[config.mk]
export PLATFORM = sky130hd
export DESIGN_NAME = hazard_forward_unit
export DESIGN_NICKNAME = d
export VERILOG_FILES = /design/src/rtl/pipe_pkg.sv /design/src/rtl/hazard_forward_unit_fwd_select.sv /design/src/rtl/hazard_forward_unit.sv
export SDC_FILE = /design/constraint.sdc
export NUM_CORES = 1
export LEC_CHECK = 0
export CAP_MARGIN = 20
export CORE_MARGIN = 5
export CORE_UTILIZATION = 34
export DETAILED_ROUTE_END_ITERATION = 7
export PLACE_DENSITY_LB_ADDON = 0.2
export SLEW_MARGIN = 20
export SYNTH_ARGS = -nofsm -noshare
export SYNTH_HDL_FRONTEND = slang
export SYNTH_HIERARCHICAL = 1
export SYNTH_SLANG_ARGS = --single-unit
[constraint.sdc]
create_clock -name clk -period 2.4 [get_ports clk]
set_input_delay 0.24 -clock clk [delete_from_list [all_inputs] [get_ports clk]]
set_output_delay 0.24 -clock clk [all_outputs]
set_load 0.1 [all_outputs]
[src/rtl/pipe_pkg.sv]
// Shared encodings for the EX-stage forwarding and stall controller.
// Operand-select codes and the multi-cycle scoreboard state type.
package pipe_pkg;

    localparam logic [1:0] FWD_RF    = 2'b00;
    localparam logic [1:0] FWD_EXMEM = 2'b01;
    localparam logic [1:0] FWD_MEMWB = 2'b10;
    localparam logic [1:0] FWD_MC    = 2'b11;

    typedef enum logic {
        IDLE = 1'b0,
        BUSY = 1'b1
    } mcState_t;

endpackage

[src/rtl/hazard_forward_unit_fwd_select.sv]
// Priority chain choosing one ALU operand source: MC result, EX/MEM, MEM/WB, then register file.
// Purely combinational, zero latency; never stalls.
module fwd_select
    import pipe_pkg::*;
#(
    parameter int RA_W      = 5,
    parameter bit MC_FWD_EN = 1'b1
) (
    input  logic [RA_W-1:0] srcEX,
    input  logic            mcDone,
    input  logic [RA_W-1:0] mcDest,
    input  logic [RA_W-1:0] writeRegMEM,
    input  logic            regWriteMEM,
    input  logic [RA_W-1:0] writeRegWB,
    input  logic            regWriteWB,
    output logic [1:0]      fwdSel
);

    always_comb begin
        fwdSel = FWD_RF;
        if (MC_FWD_EN && mcDone && (mcDest != '0) && (srcEX == mcDest)) begin
            fwdSel = FWD_MC;
        end else if (regWriteMEM && (writeRegMEM != '0) && (srcEX == writeRegMEM)) begin
            fwdSel = FWD_EXMEM;
        end else if (regWriteWB && (writeRegWB != '0) && (srcEX == writeRegWB)) begin
            fwdSel = FWD_MEMWB;
        end
    end

endmodule

[src/rtl/hazard_forward_unit.sv]
// Operand forwarding, load-use detection and multi-cycle scoreboard driving pipeline stall/bubble.
// Forward selects and stall are same-cycle combinational; scoreboard state updates on the clock edge.
module hazard_forward_unit
    import pipe_pkg::*;
#(
    parameter int RA_W      = 5,
    parameter int MC_LAT    = 4,
    parameter int CNT_W     = 16,
    parameter bit MC_FWD_EN = 1'b1
) (
    input  logic             clk,
    input  logic             rst_n,
    input  logic [RA_W-1:0]  RsID,
    input  logic [RA_W-1:0]  RtID,
    input  logic             UsesRsID,
    input  logic             UsesRtID,
    input  logic             McOpID,
    input  logic [RA_W-1:0]  RsEX,
    input  logic [RA_W-1:0]  RtEX,
    input  logic [RA_W-1:0]  WriteRegEX,
    input  logic             RegWriteEX,
    input  logic             MemReadEX,
    input  logic             McStartEX,
    input  logic [RA_W-1:0]  WriteRegMEM,
    input  logic             RegWriteMEM,
    input  logic [RA_W-1:0]  WriteRegWB,
    input  logic             RegWriteWB,
    output logic [1:0]       ForwardA,
    output logic [1:0]       ForwardB,
    output logic             PCWrite,
    output logic             IFIDWrite,
    output logic             IDEXFlush,
    output logic             McBusy,
    output logic             McDone,
    output logic [RA_W-1:0]  McDest,
    output logic             ErrOverlap,
    output logic [CNT_W-1:0] StallCycles
);

    localparam int CW = 4;
    localparam logic [CW-1:0] LAT_LOAD = CW'(MC_LAT - 1);

    mcState_t      state, stateNext;
    logic [CW-1:0] count, countNext;
    logic [RA_W-1:0] destNext;
    logic          errSet;
    logic          mcPending;
    logic          loadUse;
    logic          mcHazard;
    logic          stall;

    fwd_select #(.RA_W(RA_W), .MC_FWD_EN(MC_FWD_EN)) uFwdA (
        .srcEX(RsEX), .mcDone(McDone), .mcDest(McDest),
        .writeRegMEM(WriteRegMEM), .regWriteMEM(RegWriteMEM),
        .writeRegWB(WriteRegWB), .regWriteWB(RegWriteWB),
        .fwdSel(ForwardA)
    );

    fwd_select #(.RA_W(RA_W), .MC_FWD_EN(MC_FWD_EN)) uFwdB (
        .srcEX(RtEX), .mcDone(McDone), .mcDest(McDest),
        .writeRegMEM(WriteRegMEM), .regWriteMEM(RegWriteMEM),
        .writeRegWB(WriteRegWB), .regWriteWB(RegWriteWB),
        .fwdSel(ForwardB)
    );

    assign McBusy    = (state == BUSY);
    assign McDone    = McBusy && (count == '0);
    assign mcPending = McBusy && (count != '0);

    assign loadUse = MemReadEX && RegWriteEX && (WriteRegEX != '0) &&
                     ((UsesRsID && (RsID == WriteRegEX)) || (UsesRtID && (RtID == WriteRegEX)));

    // The completion cycle itself does not stall: the result is forwarded instead.
    assign mcHazard = mcPending &&
                      (McOpID || ((McDest != '0) &&
                       ((UsesRsID && (RsID == McDest)) || (UsesRtID && (RtID == McDest)))));

    assign stall     = loadUse || mcHazard;
    assign PCWrite   = !stall;
    assign IFIDWrite = !stall;
    assign IDEXFlush = stall;

    always_comb begin
        stateNext = state;
        countNext = count;
        destNext  = McDest;
        errSet    = 1'b0;
        case (state)
            IDLE: begin
                if (McStartEX) begin
                    stateNext = BUSY;
                    countNext = LAT_LOAD;
                    destNext  = WriteRegEX;
                end
            end
            BUSY: begin
                if (count == '0) begin
                    // A new issue on the completion cycle chains straight into the next op.
                    if (McStartEX) begin
                        countNext = LAT_LOAD;
                        destNext  = WriteRegEX;
                    end else begin
                        stateNext = IDLE;
                    end
                end else begin
                    countNext = count - 1'b1;
                    errSet    = McStartEX;
                end
            end
        endcase
    end

    always_ff @(posedge clk or negedge rst_n) begin
        if (!rst_n) begin
            state       <= IDLE;
            count       <= '0;
            McDest      <= '0;
            ErrOverlap  <= 1'b0;
            StallCycles <= '0;
        end else begin
            state      <= stateNext;
            count      <= countNext;
            McDest     <= destNext;
            ErrOverlap <= ErrOverlap | errSet;
            if (stall && (StallCycles != '1)) begin
                StallCycles <= StallCycles + CNT_W'(1);
            end
        end
    end

endmodule

==> results of run 1 <==
what timing repair did:
action,CTS,global route
pin swaps,2,4
endpoints found under the setup margin,3,11
setup buffers,1,0
hold buffers,0,0
resized for setup,0,1
flip-flops by register name (all words and copies together), names as in the netlist:
name         count
StallCycles     16
McDest           5
ErrOverlap       1
McBusy           1
count            4
per-stage QoR:
stage / utilization [%] / setup slack [ns]
global placement: 50.7 / 0.0488
detailed placement: 50.7 / -0.0197
floorplan: - / -0.618
CTS: 51.6 / -0.122
global route: 51.7 / -0.182
finish: 51.7 / -0.0970
cells by family after synthesis:
family | Yosys count
DFF | 27
buffers and inverters | 10
adders and majority gates | 2
muxes | 8
and+or+nand+nor | 73
AOI/OAI and AO/OA | 32
xor gates and xnor gates | 59
cell type report:
class	instances	share of cell area [%]
multi-input combinational	174	44.7
timing repair buffer	85	27.3
sequential	27	22.7
tap	75	3.07
clock buffer	4	1.47
inverter	5	0.736
power groups by stage:
stage	registers, mW	clock network [mW]	logic, mW
floorplan	1.59	0	0.854
global placement	0.814	0	2.26
detailed placement	0.814	0	2.26
CTS	0.807	0.272	2.28
global route	0.837	0.289	2.39
finish	0.808	0.254	2.27
per-layer routing:
layer  routed length, um  vias up
li1                    -      930
met1                2470      861
met2                2500       40
met3                 331        5
met4                  49        0
met5                   0        -
cell usage after synthesis, types with 2 or more instances:
cell	count	area share [%]
xor2_1	32	13
dfrtp_1	27	33
xnor2_1	27	11
nand2_1	19	3.4
nor3_1	11	2.6
a211oi_1	10	3.6
nand4_1	6	1.8
inv_1	5	0.90
mux2_2	5	2.7
nor4_1	5	1.5
and3_1	4	1.2
nand2b_1	4	1.2
nand3_1	4	0.96
a21o_1	3	1.1
a21oi_1	3	0.72
and2_1	3	0.90
nor2_1	3	0.54
o2111ai_2	3	2.2
o21ai_0	3	0.72
or2_2	3	0.90
a31o_1	2	0.84
and4_1	2	0.84
buf_2	2	0.48
buf_6	2	1.1
ha_1	2	1.2
mux2i_1	2	0.96
nor4_2	2	1.2
or4_1	2	0.72
final timing paths:
kind | startpoint | to | slack (ns) | cells after the start
worst max-delay path | McDest[2]$_DFFE_PN0P_ | IDEXFlush | -0.1 | 7
worst min register to register | ErrOverlap$_DFF_PN0_ | ErrOverlap$_DFF_PN0_ | 0.46 | 1
worst min-delay path | rst_n | StallCycles[14]$_DFFE_PN0P_ | 0.34 | 2
worst max register to register | McDest[1]$_DFFE_PN0P_ | StallCycles[15]$_DFFE_PN0P_ | 0.09 | 9
max in group asynchronous | rst_n | McDest[1]$_DFFE_PN0P_ | 1.77 | 2
min in group clk | ErrOverlap$_DFF_PN0_ | ErrOverlap$_DFF_PN0_ | 0.46 | 1
==> results.sh, run 1 <==
export IMPL_ir_worst_vdd_mv=1.02
export IMPL_yosysSeqAreaShare_pct=32.5
export IMPL_finalCritPeriodShare_pct=104
export IMPL_slowest_stage="or4_4"
export IMPL_ioPinCount=76
export IMPL_power_density_nw_per_um2=1090
export IMPL_hold_viol=0
export IMPL_clock_sinks=27
export IMPL_status="finished with violations"
export IMPL_layout_commonest_cell="clkdlybuf4s50_1"
export IMPL_grt_pass1_wl_mm=8.69
export IMPL_synth_area_um2=2080
export IMPL_slew_viol_final=0
export IMPL_fin_ws_ns=-0.0970
export IMPL_rsz0062_at_grt="yes"
export IMPL_switching_share_pct=55.3
export IMPL_routed_wirelength_mm=5.35
export IMPL_ant_nets=0
export IMPL_io_buffers=75
export IMPL_dpl_cell_area_um2=3000
export IMPL_core_area_um2=5920
export IMPL_synth_compound_area_share_pct=13.6
export IMPL_clock_fmax_mhz=400
export IMPL_cts_buffer_depth=2
export IMPL_cts_root_buf="clkbuf_8"
export IMPL_worst_clock_skew_ns=0.00223
export IMPL_wl_per_cell_um=14.5
export IMPL_synth_top_family_by_area="XOR/XNOR gates"
export IMPL_combPwrFrac_pct=68.1
export IMPL_maxCapViolCount=0
export IMPL_cp_top_family="simple AND/OR/NAND/NOR gates"
export IMPL_drt_iter0_markers=74
export IMPL_path_buf_inv=2
export IMPL_cp_data_arrival_time_ns=2.26
export IMPL_tightest_slew_ns=0.467
export IMPL_worstHoldPathType="primary input to asynchronous set/reset pin"
export IMPL_p_int_mw=1.49
export IMPL_dp_hpwl_mm=4.31
export IMPL_cts_tree="yes"
export IMPL_layout_common_cells="44 x clkdlybuf4s50_1, 34 x buf_4, 32 x xor2_1"
export IMPL_cp_end_kind="output port"
export IMPL_drive_gt1_share_pct=29.5
export IMPL_clock_power_share_pct=7.6
export IMPL_grt_use_total_pct=14.0
export IMPL_clock_latency_ns=0.27
export IMPL_area_growth_pct=47.3
export IMPL_worstSetupPathType="flip-flop to output port"
export IMPL_power_switching_mw=1.84
export IMPL_use_met2_pct=22.0
export IMPL_slew_headroom_pct=68.1
export IMPL_gr_max_usage_layer="met2"
export IMPL_seq_power_share_pct=24.3
export IMPL_drc=0
export IMPL_async_flop_share_pct=100
export IMPL_globalRouteMet1Util_pct=19.8
export IMPL_p_leak_nw=1.26
export IMPL_syn_inst=211
export IMPL_use_met3_pct=2.92
export IMPL_syn_nets=258
export IMPL_synth_xor_area_share_pct=24.9
export IMPL_crit_path_start_kind="flip-flop"
export IMPL_via_per_inst=4.96
export IMPL_std_cell_rows=28
export IMPL_synth_cell_types=43
export IMPL_finalInstanceArea_um2=3060
export IMPL_path_cells="or4_4 > nor2_4 > nor3_4 > o31ai_4 > and2_4 > clkinvlp_4 > buf_12"
export IMPL_first_pass_iters=4
export IMPL_clk_pin_slew_ns=0.09
export IMPL_setup_viol=3
export IMPL_crit_required_ns=2.16
export IMPL_grt_pass1_vias=1796
export IMPL_synthMuxAreaShare_pct=4.39
export IMPL_layout_min_cycle_time_ns=2.50
export IMPL_multi_input_area_um2=1370
export IMPL_max_stage_delay_ns=0.55
export IMPL_ys_seq_elements=27
export IMPL_violations="setup timing"
export IMPL_synth_edf_count=0
export IMPL_h_tree_depth=1
export IMPL_grt_max_degree=28
export IMPL_gp_congestion=0.799
export IMPL_crit_fanout=3
export IMPL_seqCellArea_um2=696
export IMPL_antennaDiodeCount=0
export IMPL_antenna_found_initial=0
export IMPL_synth_avg_cell_area_um2=9.85
export IMPL_synthAdderAreaFrac_pct=1.20
export IMPL_fillers=553
export IMPL_die_area_um2=7780
export IMPL_cts_buffers_inserted=3
export IMPL_die_h_um=88.2
export IMPL_fin_hold_ws_ns=0.340
export IMPL_grt_overflow=0
export IMPL_yosys_warnings=6
export IMPL_synth_ff_type="dfrtp_1"
export IMPL_power_mw=3.33
export IMPL_place_inst=365
export IMPL_yosys_area_share_simple_pct=20.6
export IMPL_fin_nets=343
export IMPL_initial_core_util_pct=35.1
export IMPL_final_setup_tns_ns=-0.109
export IMPL_fin_cells=370
export IMPL_fp_dieW_um=88.2
export IMPL_route_vias_total=1836
No activity file was read; power rests on OpenSTA's default activity.
==> run 2: changes to the inputs <==
Clock period 2.4 ns to 2.51 ns, I/O delays scaled along.
==> results.sh, run 2 (synthesis results as in run 1) <==
export IMPL_die_area_um2=7780
export IMPL_crit_fanout=3
export IMPL_ir_worst_vdd_mv=0.810
export IMPL_cts_root_buf="clkbuf_8"
export IMPL_maxCapViolCount=0
export IMPL_slew_headroom_pct=51.8
export IMPL_worstSetupPathType="flip-flop to output port"
export IMPL_cp_top_family="simple AND/OR/NAND/NOR gates"
export IMPL_core_area_um2=5920
export IMPL_layout_common_cells="44 x clkdlybuf4s50_1, 33 x buf_4, 32 x xor2_1"
export IMPL_crit_path_start_kind="flip-flop"
export IMPL_clock_sinks=27
export IMPL_grt_max_degree=17
export IMPL_route_vias_total=1865
export IMPL_dpl_cell_area_um2=3010
export IMPL_slew_viol_final=0
export IMPL_status="complete, no violations"
export IMPL_first_pass_iters=6
export IMPL_clock_fmax_mhz=399
export IMPL_power_mw=3.17
export IMPL_slowest_stage="or4_4"
export IMPL_cts_buffer_depth=2
export IMPL_fillers=556
export IMPL_worstHoldPathType="primary input to asynchronous set/reset pin"
export IMPL_routed_wirelength_mm=5.60
export IMPL_clk_pin_slew_ns=0.09
export IMPL_fp_dieW_um=88.2
export IMPL_drive_gt1_share_pct=27.5
export IMPL_rsz0062_at_grt="yes"
export IMPL_wl_per_cell_um=15.1
export IMPL_initial_core_util_pct=35.1
export IMPL_cp_data_arrival_time_ns=2.26
export IMPL_path_cells="or4_4 > nor2_4 > nor3_2 > o31ai_4 > and2_4 > clkinvlp_4 > buf_12"
export IMPL_layout_min_cycle_time_ns=2.51
export IMPL_grt_pass1_vias=1935
export IMPL_cp_end_kind="output port"
export IMPL_tightest_slew_ns=0.721
export IMPL_crit_required_ns=2.26
export IMPL_ioPinCount=76
export IMPL_h_tree_depth=1
export IMPL_power_density_nw_per_um2=1040
export IMPL_drc=0
export IMPL_largest_reg_flops=16
export IMPL_place_inst=365
export IMPL_grt_pass1_wl_mm=9.34
export IMPL_post_route_util_pct=51.7
export IMPL_via_per_inst=5.04
export IMPL_setup_viol=0
export IMPL_path_buf_inv=2
export IMPL_ant_nets=0
export IMPL_antenna_found_initial=0
export IMPL_startpoint="McDest[1]$_DFFE_PN0P_"
export IMPL_dp_hpwl_mm=4.60
export IMPL_fin_hold_ws_ns=0.409
export IMPL_reg2reg_from="McDest[1]$_DFFE_PN0P_"
export IMPL_antennaDiodeCount=0
export IMPL_regMostFlops="StallCycles"
export IMPL_io_buffers=75
export IMPL_std_cell_rows=28
export IMPL_fin_nets=343
export IMPL_cts_resized_gates=0
export IMPL_fin_cells=370
export IMPL_worst_clock_skew_ns=0.00365
export IMPL_hold_viol=0
export IMPL_max_stage_delay_ns=0.55
export IMPL_drt_iter0_markers=75
export IMPL_clock_latency_ns=0.27
export IMPL_reg_top3="StallCycles: 16 flops, McDest: 5 flops, count: 4 flops"
export IMPL_cts_tree="yes"
export IMPL_layout_commonest_cell="clkdlybuf4s50_1"
export IMPL_finalCritPeriodShare_pct=99.9
export IMPL_grt_use_total_pct=15.0
export IMPL_gp_congestion=0.793
export IMPL_finalInstanceArea_um2=3060
export IMPL_area_growth_pct=47.2
export IMPL_grt_overflow=0
export IMPL_cts_buffers_inserted=3
export IMPL_p_leak_nw=1.28
export IMPL_die_h_um=88.2
[run 2: cell counts in the layout (fill, tap and decap cells not counted)]
No cell type changed its count.
[run 2: timing repair]
item	in CTS	in global routing
setup buffers	1	0
setup endpoints to repair	1	4
pin swaps	1	1
hold buffers	0	0
[run 2: path summary, 6_finish.rpt]
kind,endpoint,slack [ns],cells after the start
max,IDEXFlush,0.003,7
min,StallCycles[9]$_DFFE_PN0P_,0.41,1
max reg2reg,StallCycles[15]$_DFFE_PN0P_,0.17,9
min reg2reg,ErrOverlap$_DFF_PN0_,0.48,1
max in group asynchronous,StallCycles[14]$_DFFE_PN0P_,1.49,2
min in group clk,ErrOverlap$_DFF_PN0_,0.48,1
[run 2: cell type report]
cell class | count | area, um2 | share of cell area (%)
multi-input combinational | 174 | 1360 | 44.5
timing repair buffer | 85 | 848 | 27.7
sequential | 27 | 688 | 22.5
tap | 75 | 93.8 | 3.07
clock buffer | 4 | 45.0 | 1.47
inverter | 5 | 22.5 | 0.736
[run 2: metrics by stage]
stage                     setup TNS, ns  setup WS (ns)
final                                 0        0.00278
after global routing            -0.0795        -0.0758
after CTS                       -0.0617        -0.0617
after detailed placement              0        0.00255
after global placement                0          0.114
after floorplan                  -0.895         -0.519
[run 2: layer usage]
metal | global-route usage, % | wire, um | vias up
met2 | 24.4 | 2650 | 54
met3 | 3.86 | 338 | 4
met4 | 3.02 | 42 | 0
met1 | 20.1 | 2570 | 880
li1 | - | - | 927
met5 | 0 | 0 | -
[run 2: power by group]
group / switching [mW] / internal (mW)
Combinational: 1.45 / 0.709
Clock: 0.130 / 0.114
Sequential: 0.184 / 0.584
Total: 1.77 / 1.41
[run 2: worst register-to-register path: stages (launching register included)]
cell       delay [ns]
dfrtp_4          0.48
buf_4            0.18
xnor2_1          0.18
nand4_1          0.12
nor3_1           0.33
o31ai_4          0.10
buf_4            0.15
buf_4            0.16
a2111oi_2        0.40
xor2_1           0.17
